`src/rtl/dsp_out_accumulator.sv`:
```
// dsp_out_accumulator: multiply-accumulate back end for the registered DSP
// multiplier. Sums a run of unsigned products into a wider accumulator. A run
// ends on in_last or after len beats. The result is then held on an output
// handshake until it is consumed.
module dsp_out_accumulator #(
    parameter int DATA_WIDTH  = 4,
    parameter int ACC_WIDTH   = 12,
    parameter int COUNT_WIDTH = 4
) (
    input  logic                   clk,
    input  logic                   rst_n,
    input  logic                   in_valid,
    output logic                   in_ready,
    input  logic [DATA_WIDTH-1:0]  in_data,
    input  logic                   in_last,
    input  logic [COUNT_WIDTH-1:0] len,
    output logic                   out_valid,
    input  logic                   out_ready,
    output logic [ACC_WIDTH-1:0]   out_data,
    output logic [COUNT_WIDTH-1:0] out_count,
    output logic                   out_overflow
);

    typedef enum logic [1:0] {
        IDLE = 2'd0,
        ACC  = 2'd1,
        HOLD = 2'd2
    } state_t;

    state_t                 state;
    state_t                 state_next;
    logic [ACC_WIDTH-1:0]   acc;
    logic [COUNT_WIDTH-1:0] count;
    logic [COUNT_WIDTH-1:0] len_q;
    logic                   overflow;

    logic                   accept;
    logic [COUNT_WIDTH-1:0] len_eff;
    logic [COUNT_WIDTH-1:0] count_inc;
    logic [ACC_WIDTH:0]     sum;

    // Handshake flags are pure state decode, so there is no combinational
    // path from any input to in_ready or out_valid.
    assign in_ready     = (state != HOLD);
    assign out_valid    = (state == HOLD);
    assign accept       = in_valid && in_ready;
    assign out_data     = acc;
    assign out_count    = count;
    assign out_overflow = overflow;

    // Effective run length, next beat count and the widened sum.
    // The extra top bit of the sum is the carry-out used for overflow.
    always_comb begin
        len_eff   = (len == '0) ? COUNT_WIDTH'(1) : len;
        count_inc = count + COUNT_WIDTH'(1);
        sum       = {1'b0, acc} + (ACC_WIDTH + 1)'(in_data);
    end

    // State register; reset returns to IDLE and abandons any partial run.
    always_ff @(posedge clk) begin
        if (!rst_n) begin
            state <= IDLE;
        end else begin
            state <= state_next;
        end
    end

    // Next-state decode: a run finishes on in_last or when the beat count
    // reaches the latched length.
    always_comb begin
        state_next = state;
        case (state)
            IDLE: begin
                if (accept) begin
                    state_next = (in_last || (len_eff == COUNT_WIDTH'(1))) ? HOLD : ACC;
                end
            end
            ACC: begin
                if (accept && (in_last || (count_inc == len_q))) begin
                    state_next = HOLD;
                end
            end
            HOLD: begin
                if (out_ready) begin
                    state_next = IDLE;
                end
            end
            default: state_next = IDLE;
        endcase
    end

    // Datapath: the first beat reloads the accumulator, and later beats add to it.
    // Nothing changes while holding, so the result stays stable until consumed.
    always_ff @(posedge clk) begin
        if (!rst_n) begin
            acc      <= '0;
            count    <= '0;
            len_q    <= '0;
            overflow <= 1'b0;
        end else if (accept) begin
            if (state == IDLE) begin
                acc      <= ACC_WIDTH'(in_data);
                count    <= COUNT_WIDTH'(1);
                len_q    <= len_eff;
                overflow <= 1'b0;
            end else begin
                acc      <= sum[ACC_WIDTH-1:0];
                count    <= count_inc;
                overflow <= overflow | sum[ACC_WIDTH];
            end
        end
    end

endmodule

```
`config.mk`:
```
export PLATFORM = sky130hd
export DESIGN_NAME = dsp_out_accumulator
export DESIGN_NICKNAME = d
export VERILOG_FILES = /design/src/rtl/dsp_out_accumulator.sv
export SDC_FILE = /design/constraint.sdc
export NUM_CORES = 1
export LEC_CHECK = 0
export BUFFER_PORTS_ARGS = -buffer_cell sky130_fd_sc_hd__buf_4
export CORE_ASPECT_RATIO = 1.1
export CORE_MARGIN = 1
export CORE_UTILIZATION = 45
export DETAILED_ROUTE_END_ITERATION = 12
export GPL_TIMING_DRIVEN = 1
export PLACE_DENSITY = 0.7
export SYNTH_ARGS = -nofsm -noshare
export SYNTH_HDL_FRONTEND = slang
export SYNTH_SLANG_ARGS = --single-unit
export TNS_END_PERCENT = 5
```
`constraint.sdc`:
```
create_clock -name clk -period 4.35 [get_ports clk]
set_input_delay 0.6525 -clock clk [delete_from_list [all_inputs] [get_ports clk]]
set_output_delay 0.6525 -clock clk [all_outputs]
set_load 0.01 [all_outputs]
```
==> impl_metrics.json, run 1 <==
{
  "wl_per_cell_um": 13.1,
  "multiInputGateArea_um2": 748,
  "worst_slew_pin_slew_ns": 0.689,
  "synth_mux_area_share_pct": 0.800,
  "status": "completed",
  "synth-adder-area-share_pct": 6.60,
  "tns_ns": 0,
  "cap_violations": 0,
  "ys_ff_latch": 23,
  "synth_area_um2": 1250,
  "fmax_ghz": 0.475,
  "finalHoldViolCount": 0,
  "grt_pass1_wl_um": 4640,
  "ios": 32,
  "postSynthCellCount": 146,
  "yosysUniqueCellTypes": 41,
  "die_h_um": 57.3,
  "cts-root-buf": "clkbuf_4",
  "synth-seq-area-share_pct": 36.8,
  "synth_async_sr_flop_share_pct": 0,
  "drt_first_pass_iters": 4,
  "grt_pass1_vias": 1161,
  "cts_max_level": 1,
  "grt_antenna_before_repair": 0,
  "clk_path_buf_depth": 2,
  "path_clk_slew_ns": 0.13,
  "cp-end-kind": "register",
  "post_cts_buffers": 0,
  "syn_area_per_cell_um2": 8.57,
  "port_buffers": 31,
  "antenna_cells": 0,
  "fin_crit_ns": 2.11,
  "p_per_area_nw_per_um2": 272,
  "hold_path.class": "reg2reg",
  "synth_simple_gate_area_share_pct": 22.6,
  "critPathRequiredTime_ns": 4.57,
  "ant_nets": 0,
  "viasPerCell": 5.61,
  "drtIter0Drc": 21,
  "row_count": 19,
  "synth_edf_count": 0,
  "critPathKind": "in2reg",
  "synth_xor_area_share_pct": 9.50,
  "cp-start-kind": "input port",
  "die_area_um2": 3000,
  "fin_nets": 197,
  "drc": 0,
  "start_util_pct": 48.7,
  "grt_max_degree": 17,
  "worst_slew_margin_rel_pct": 53.9,
  "rsz0062_at_grt": "no",
  "fin_total_pwr_w": 0.000417,
  "holdBufCountCts": 0,
  "cts_tree": "done",
  "arrival_ns": 2.32,
  "gp_congestion": 0.867,
  "fillCellCount": 238,
  "final_area_um2": 1530,
  "syn_nets": 165,
  "setup_ws_ns": 2.24,
  "ff_latch_area_um2": 460,
  "chipWidth_um": 52.3,
  "irDropWorstVdd_uv": 172,
  "maxSlewViolCount": 0,
  "p_leak_nw": 0.657,
  "core_area_um2": 2570,
  "groute.usage.overall_pct": 20.0,
  "dpl_cell_area_um2": 1510,
  "ys_warn_count": 0,
  "final_core_util_pct": 59.7,
  "finalSetupViolCount": 0,
  "cts_resized": 0,
  "drive_gt1_share_pct": 21.5,
  "cts_buffers": 3,
  "gr-total-overflow": 0,
  "worstSkewPairLatency_ns": 0.31,
  "cp_max_fo": 4,
  "drt_wl_total_um": 2720,
  "syn_to_final_growth_pct": 22.6,
  "period_share_pct": 48.4,
  "dpl.hpwl_um": 2110,
  "via_count": 1167,
  "clock_skew_ns": 0.0138,
  "synth_flop_cell": "dfxtp_1",
  "synth-compound-area-share_pct": 20.3,
  "post-place-ws_ns": 1.94,
  "synth_top_family_by_area": "simple AND/OR/NAND/NOR gates",
  "cts.sinks": 23
}
[stage by stage]
step           hold WS (ns)  instances
3_3_place_gp          0.463        204
6_report              0.485        208
2_1_floorplan         0.444        146
4_1_cts               0.494        208
3_5_place_dp          0.475        204
5_1_grt               0.536        208
[layer usage]
| metal | up-vias | part of all wire [%] | routed length (um) | GRT usage (%) |
|---|---|---|---|---|
| li1 | 584 | - | - | - |
| met1 | 559 | 46 | 1240 | 23.4 |
| met2 | 22 | 51 | 1380 | 36.8 |
| met3 | 2 | 3.0 | 82 | 2.67 |
| met4 | 0 | 0.59 | 16 | 6.02 |
| met5 | - | 0 | 0 | 0 |
[worst paths after layout]
path                                          startpoint                  endpoint  slack [ns]  depth (start not counted)
worst max-delay path                          in_data[0]  out_data[8]$_SDFFE_PN0P_        2.24                          9
worst min-delay path               len_q[3]$_SDFFE_PN0P_     len_q[3]$_SDFFE_PN0P_        0.48                          2
worst max register to register  out_data[0]$_SDFFE_PN0P_  out_data[8]$_SDFFE_PN0P_        2.27                          8
worst min register to register     len_q[3]$_SDFFE_PN0P_     len_q[3]$_SDFFE_PN0P_        0.48                          2
[sequential cells by signal, summed over array words and instances (netlist names)]
signal and count:
len_q 4, out_count 4, out_data 12, out_overflow 1, state 2
[logic make-up after synthesis]
kind of cell / after synthesis
AND/OR/NAND/NOR: 56
XOR/XNOR: 12
buffers and inverters: 11
multiplexers: 1
flip-flops: 23
AO/OA/AOI/OAI: 37
adder cells (fa/ha/maj): 6
[Yosys cell counts, types with 2 or more instances]
cell	instances	area share, %
dfxtp_1	23	37
a21oi_1	13	5.2
nand2_1	13	3.9
nor2_1	13	3.9
xnor2_1	9	6.3
nand3_1	8	3.2
inv_1	7	2.1
nor2b_1	6	3.0
ha_1	5	5.0
o211a_1	4	3.2
o21ai_0	4	1.6
a21boi_0	3	1.8
clkbuf_1	3	0.90
nand2b_1	3	1.5
nor3_1	3	1.2
nand4_1	2	1.0
nor4_1	2	1.0
xor2_1	2	1.4
[area by class of cell]
cell class | instances | area share (%)
flip-flops and latches | 23 | 30.0
well taps | 31 | 2.53
multi-input cells | 112 | 48.8
repair buffers | 31 | 15.2
clock buffers | 3 | 1.47
clock inverters | 1 | 0.326
inverters | 7 | 1.71
[critical path, stage by stage]
cell	delay [ns]
buf_4	0.09
ha_1	0.19
inv_1	0.07
fa_1	0.37
nor2b_1	0.17
o21ai_0	0.19
a21oi_1	0.28
a21oi_1	0.10
a31o_2	0.21
[placed cells by master (no fill, tap or decap), types with 2 or more instances in the layout]
| master | count |
|---|---|
| nor4_1 | 2 |
| nand3_1 | 8 |
| nand4_1 | 2 |
| o21ai_0 | 4 |
| dfxtp_1 | 23 |
| xor2_1 | 2 |
| nand2b_1 | 3 |
| nand2_1 | 13 |
| clkbuf_4 | 3 |
| a21oi_1 | 13 |
| o211a_1 | 4 |
| inv_1 | 7 |
| ha_1 | 5 |
| a21boi_0 | 3 |
| buf_4 | 31 |
| nor2_1 | 13 |
| nor3_1 | 3 |
| nor2b_1 | 6 |
| xnor2_1 | 9 |
[report_power, final]
group	switching, W	total, W	internal (W)	leakage [nW]
Clock	0.0000627	0.0000969	0.0000342	0.0177
Sequential	0.0000102	0.000230	0.000220	0.188
Combinational	0.0000476	0.0000903	0.0000427	0.451
(Power assumes the default switching activity.)
==> inputs of run 2 (changes only) <==
PLACE_DENSITY = 0.72   (was 0.7)
clock period = 1.8 ns   (was 4.35 ns; I/O delays follow)
==> run 2 against run 1 <==
Against the previous run:
- utilization is 3.6 points higher
- first-iteration DRC count fell by 14%
- combinational power increased to 2.9 times the previous value
- non-clock buffer count rose by 9
- clock skew is 0.0060 ns lower
- power grew to 2.5 times the previous value
- sequential share of layout area shrank 1.6 points
- via count grew 1.1%
- final cell count grew 4.3%
- routed wire length up 7.3%
- clock-buffer cell count grew 1
- largest cell class unchanged
- largest power group unchanged
- highest routed layer unchanged
==> impl_metrics.json, run 2 (synthesis results as in run 1) <==
{
  "status": "completed",
  "worst_slew_margin_rel_pct": 76.3,
  "row_count": 19,
  "syn_to_final_growth_pct": 29.9,
  "post_cts_buffers": 0,
  "crit_chain": "ha_2, inv_1, fa_1, nor2b_2, o21ai_2, a21oi_2, a21oi_1, a31o_2",
  "r2r_slack_ns": 0.02,
  "dpl.hpwl_um": 2180,
  "gp_congestion": 0.839,
  "core_area_um2": 2570,
  "groute.usage.overall_pct": 21.3,
  "worstSkewPairLatency_ns": 0.31,
  "antenna_cells": 0,
  "drc": 0,
  "tns_ns": 0,
  "post-place-ws_ns": -0.0227,
  "port_buffers": 31,
  "rsz0062_at_grt": "yes",
  "finalHoldViolCount": 0,
  "final_core_util_pct": 63.3,
  "numPlacedInstances": 213,
  "r2r_end": "out_data[8]$_SDFFE_PN0P_",
  "ff_latch_area_um2": 462,
  "fmax_ghz": 0.563,
  "cp_max_fo": 4,
  "multiInputGateArea_um2": 772,
  "cts-root-buf": "clkbuf_4",
  "r2r.worst_path.cells": 8,
  "hold_path.class": "in2reg",
  "hold_end": "state[1]$_SDFFE_PN0P_",
  "grt_use_met2_pct": 37.0,
  "met1_usage_pct": 26.1,
  "cts_tree": "done",
  "die_area_um2": 3000,
  "finalNonFillerCells": 217,
  "final_cell_mix": "buf_4, dfxtp_1, nor2_1, nand2_1, a21oi_1",
  "holdBufCountCts": 0,
  "grt_pass1_wl_um": 4740,
  "finalSetupViolCount": 0,
  "path_clk_slew_ns": 0.13,
  "drt_first_pass_iters": 4,
  "hp-start": "in_last",
  "viasPerCell": 5.44,
  "chipWidth_um": 52.3,
  "cp-end-kind": "register",
  "min_path_cells": 3,
  "drtIter0Drc": 18,
  "period_share_pct": 98.7,
  "die_h_um": 57.3,
  "cpPeakStageDelay_ns": 0.39,
  "largest_register_ffs": 12,
  "final_common_cell": "buf_4",
  "use_met3_pct": 2.40,
  "gr-total-overflow": 0,
  "fillCellCount": 242,
  "cp_slowest_cell": "fa_1",
  "holdWs_ns": 0.196,
  "start_util_pct": 48.7,
  "critPathKind": "reg2reg",
  "irDropWorstVdd_uv": 449,
  "grt_pass1_vias": 1102,
  "drive_gt1_share_pct": 28.5,
  "setup_ws_ns": 0.0243,
  "arrival_ns": 1.99,
  "fin_nets": 206,
  "wl_per_cell_um": 13.5,
  "p_per_area_nw_per_um2": 645,
  "r2r_start": "out_data[0]$_SDFFE_PN0P_",
  "cts_buffers": 3,
  "ant_nets": 0,
  "cap_violations": 0,
  "clock_skew_ns": 0.00773,
  "cts.sinks": 23,
  "worst_slew_pin_slew_ns": 0.352,
  "critPathRequiredTime_ns": 2.02,
  "grt_antenna_before_repair": 0,
  "via_count": 1180,
  "startpoint": "out_data[0]$_SDFFE_PN0P_",
  "clk_path_buf_depth": 2,
  "fin_crit_ns": 1.78,
  "ios": 32,
  "busiest_layer": "met2",
  "drt_wl_total_um": 2920,
  "p_leak_nw": 0.700,
  "maxSlewViolCount": 0,
  "cts_max_level": 1,
  "grt_max_degree": 17,
  "cp-start-kind": "register"
}
run 2: how the worst max path moves through the flow:
stage                                          end  slack, ns  depth (start not counted)
after floorplan           out_data[8]$_SDFFE_PN0P_      -0.02                          8
after global placement    out_data[8]$_SDFFE_PN0P_      0.007                          9
after detailed placement  out_data[8]$_SDFFE_PN0P_      -0.02                          9
after CTS                 out_data[8]$_SDFFE_PN0P_      0.002                          8
after global routing      out_data[8]$_SDFFE_PN0P_      -0.08                          8
final                     out_data[8]$_SDFFE_PN0P_       0.02                          8
run 2: power breakdown:
part           switching [W]  internal, W  total (W)  leakage (nW)
logic               0.000133     0.000127   0.000259         0.497
clock network       0.000151    0.0000864   0.000238        0.0150
registers          0.0000191     0.000532   0.000551         0.188
total               0.000303     0.000745    0.00105         0.700
run 2: area by class of cell:
type / count / share of cell area, %
Tap cell: 31 / 2.39
Sequential cell: 23 / 28.4
Timing Repair Buffer: 40 / 18.5
Inverter: 7 / 1.62
Multi-Input combinational cell: 112 / 47.5
Clock buffer: 4 / 1.62
run 2: worst max-delay path: cells and delay by family, from the launching register on:
| family | cells | cell delay (ns) |
|---|---|---|
| buffers and inverters | 1 | 0.05 |
| AO/OA/AOI/OAI | 4 | 0.56 |
| flip-flops | 1 | 0.35 |
| adder cells (fa/ha/maj) | 2 | 0.56 |
| AND/OR/NAND/NOR | 1 | 0.17 |
run 2: layer usage:
metal,share of wire [%],up-vias
met5,0,-
met3,2.4,2
met4,0.51,0
met2,53,16
li1,-,603
met1,44,559
run 2: what timing repair did:
action / in CTS / in global routing
pin swaps: 0 / 1
endpoints found under the setup margin: 2 / 6
cloned: 0 / 0
gates resized for setup: 1 / 5
run 2: per-stage QoR:
step	power [W]	cell area, um2
after floorplan	0.000706	1260
after global placement	0.000807	1580
after detailed placement	0.000812	1580
after CTS	0.00105	1610
after global routing	0.00111	1630
final	0.00105	1630
==> inputs of run 3 (changes only) <==
MAX_ROUTING_LAYER = met4   (was unset)
PLACE_DENSITY = 0.7   (was 0.72)
clock period = 1.75 ns   (was 1.8 ns; I/O delays follow)
==> run 3 against run 2 <==
Against the previous run:
- sequential share of layout area decreased by 0.61 points
- utilization increased by 1.6 points
- maximum frequency increased by 5.7%
- critical path type unchanged
==> impl_metrics.json, run 3 (synthesis results as in run 1) <==
{
  "status": "completed",
  "groute.usage.overall_pct": 21.8,
  "start_util_pct": 48.7,
  "cts_buffers": 3,
  "cap_violations": 0,
  "clk_path_buf_depth": 2,
  "die_area_um2": 3000,
  "finalHoldViolCount": 0,
  "drive_gt1_share_pct": 30.9,
  "irDropWorstVdd_uv": 511,
  "critPathRequiredTime_ns": 1.98,
  "drt_wl_total_um": 2980,
  "chipWidth_um": 52.3,
  "min_path_cells": 3,
  "grt_pass1_wl_um": 4740,
  "worstSkewPairLatency_ns": 0.31,
  "rsz0062_at_grt": "yes",
  "post_cts_buffers": 0,
  "post-place-ws_ns": -0.0594,
  "die_h_um": 57.3,
  "maxSlewViolCount": 0,
  "critPathKind": "reg2reg",
  "ios": 32,
  "drtIter0Drc": 22,
  "p_leak_nw": 0.718,
  "drt_first_pass_iters": 4,
  "holdBufCountCts": 0,
  "period_share_pct": 96.0,
  "finalSetupViolCount": 0,
  "fin_nets": 208,
  "grt_antenna_before_repair": 0,
  "largest_register_ffs": 12,
  "gp_congestion": 0.813,
  "cts-root-buf": "clkbuf_4",
  "core_area_um2": 2570,
  "hold_path.class": "in2reg",
  "grt_max_degree": 17,
  "drc": 0,
  "ant_nets": 0,
  "viasPerCell": 5.54,
  "cp-end-kind": "register",
  "cts.sinks": 23,
  "finalNonFillerCells": 219,
  "grt_pass1_vias": 1127,
  "hold_end": "state[1]$_SDFFE_PN0P_",
  "cts_max_level": 1,
  "wl_per_cell_um": 13.6,
  "antenna_cells": 0,
  "r2r_slack_ns": 0.07,
  "setup_ws_ns": 0.0694,
  "cts_tree": "done",
  "via_count": 1213,
  "p_per_area_nw_per_um2": 660,
  "syn_to_final_growth_pct": 33.1,
  "cp_max_fo": 4,
  "fmax_ghz": 0.595,
  "row_count": 19,
  "gr-total-overflow": 0,
  "numPlacedInstances": 215,
  "clock_skew_ns": 0.0120,
  "arrival_ns": 1.91,
  "cp-start-kind": "register",
  "worst_slew_pin_slew_ns": 0.302,
  "dpl.hpwl_um": 2240,
  "final_common_cell": "buf_4",
  "port_buffers": 31,
  "path_clk_slew_ns": 0.14,
  "final_cell_mix": "buf_4, dfxtp_1, nor2_1, nand2_1, a21oi_1",
  "worst_slew_margin_rel_pct": 79.5,
  "r2r.worst_path.cells": 8,
  "r2r_end": "out_data[8]$_SDFFE_PN0P_",
  "hp-start": "in_last",
  "fin_crit_ns": 1.68,
  "r2r_start": "out_data[0]$_SDFFE_PN0P_"
}
## run 3: cell types whose count changed in the layout (fill, tap and decap cells not counted), sizes merged
cell | before | now
buf | 40 | 42
clkinv | 0 | 1
clkbuf | 4 | 3
## run 3: how the worst max path moves through the flow
stage | from | endpoint | cells after the start
5_1_grt | out_count[1]$_SDFFE_PN0P_ | state[1]$_SDFFE_PN0P_ | 6
6_report | out_data[0]$_SDFFE_PN0P_ | out_data[8]$_SDFFE_PN0P_ | 8
4_1_cts | out_data[0]$_SDFFE_PN0P_ | out_data[8]$_SDFFE_PN0P_ | 8
3_5_place_dp | in_data[0] | out_data[10]$_SDFFE_PN0P_ | 9
3_3_place_gp | in_data[0] | out_data[10]$_SDFFE_PN0P_ | 9
2_1_floorplan | out_data[0]$_SDFFE_PN0P_ | out_data[8]$_SDFFE_PN0P_ | 8
## run 3: through the flow
step                      total power, W  util, %  hold slack, ns  instance area (um2)  TNS [ns]
after floorplan                 0.000729        -           0.394                 1270         0
after global placement          0.000837     62.5           0.456                 1610   -0.0375
after detailed placement        0.000842     62.5           0.466                 1610    -0.116
after CTS                        0.00110     63.8           0.185                 1640         0
after global routing             0.00116     64.9           0.184                 1670   -0.0167
final                            0.00110     64.9           0.184                 1670         0
## run 3: power breakdown
group          switching (W)  total, W  internal, W  leakage, nW
registers          0.0000231  0.000571     0.000548        0.188
logic               0.000139  0.000276     0.000138        0.513
clock network       0.000167  0.000252    0.0000853       0.0177
total               0.000328   0.00110     0.000771        0.718
## run 3: what timing repair did
action	4_1_cts	5_1_grt
gates resized for setup	2	7
pin swaps	1	1
setup endpoints to repair	2	8
cloned	0	0
hold endpoints to repair	0	0
## run 3: layout make-up
type | instances | area (um2)
Multi-Input combinational cell | 112 | 795
Timing Repair Buffer | 42 | 315
Sequential cell | 23 | 463
Clock buffer | 3 | 22.5
Fill cell | 240 | 902
Clock inverter | 1 | 5.00
Inverter | 7 | 26.3
Tap cell | 31 | 38.8
## run 3: routing by layer
metal	vias up	part of all wire (%)	global-route usage [%]
met5	-	0	-
met4	0	0.57	8.65
met3	2	3.6	2.40
met2	24	51	36.1
met1	578	44	26.8
li1	609	-	-
## run 3: critical path: stages (launching register included)
cell,delay (ns)
dfxtp_2,0.37
ha_4,0.13
inv_1,0.05
fa_2,0.36
nor2b_4,0.15
o21ai_4,0.08
a21oi_2,0.15
a21oi_1,0.08
a31o_2,0.23
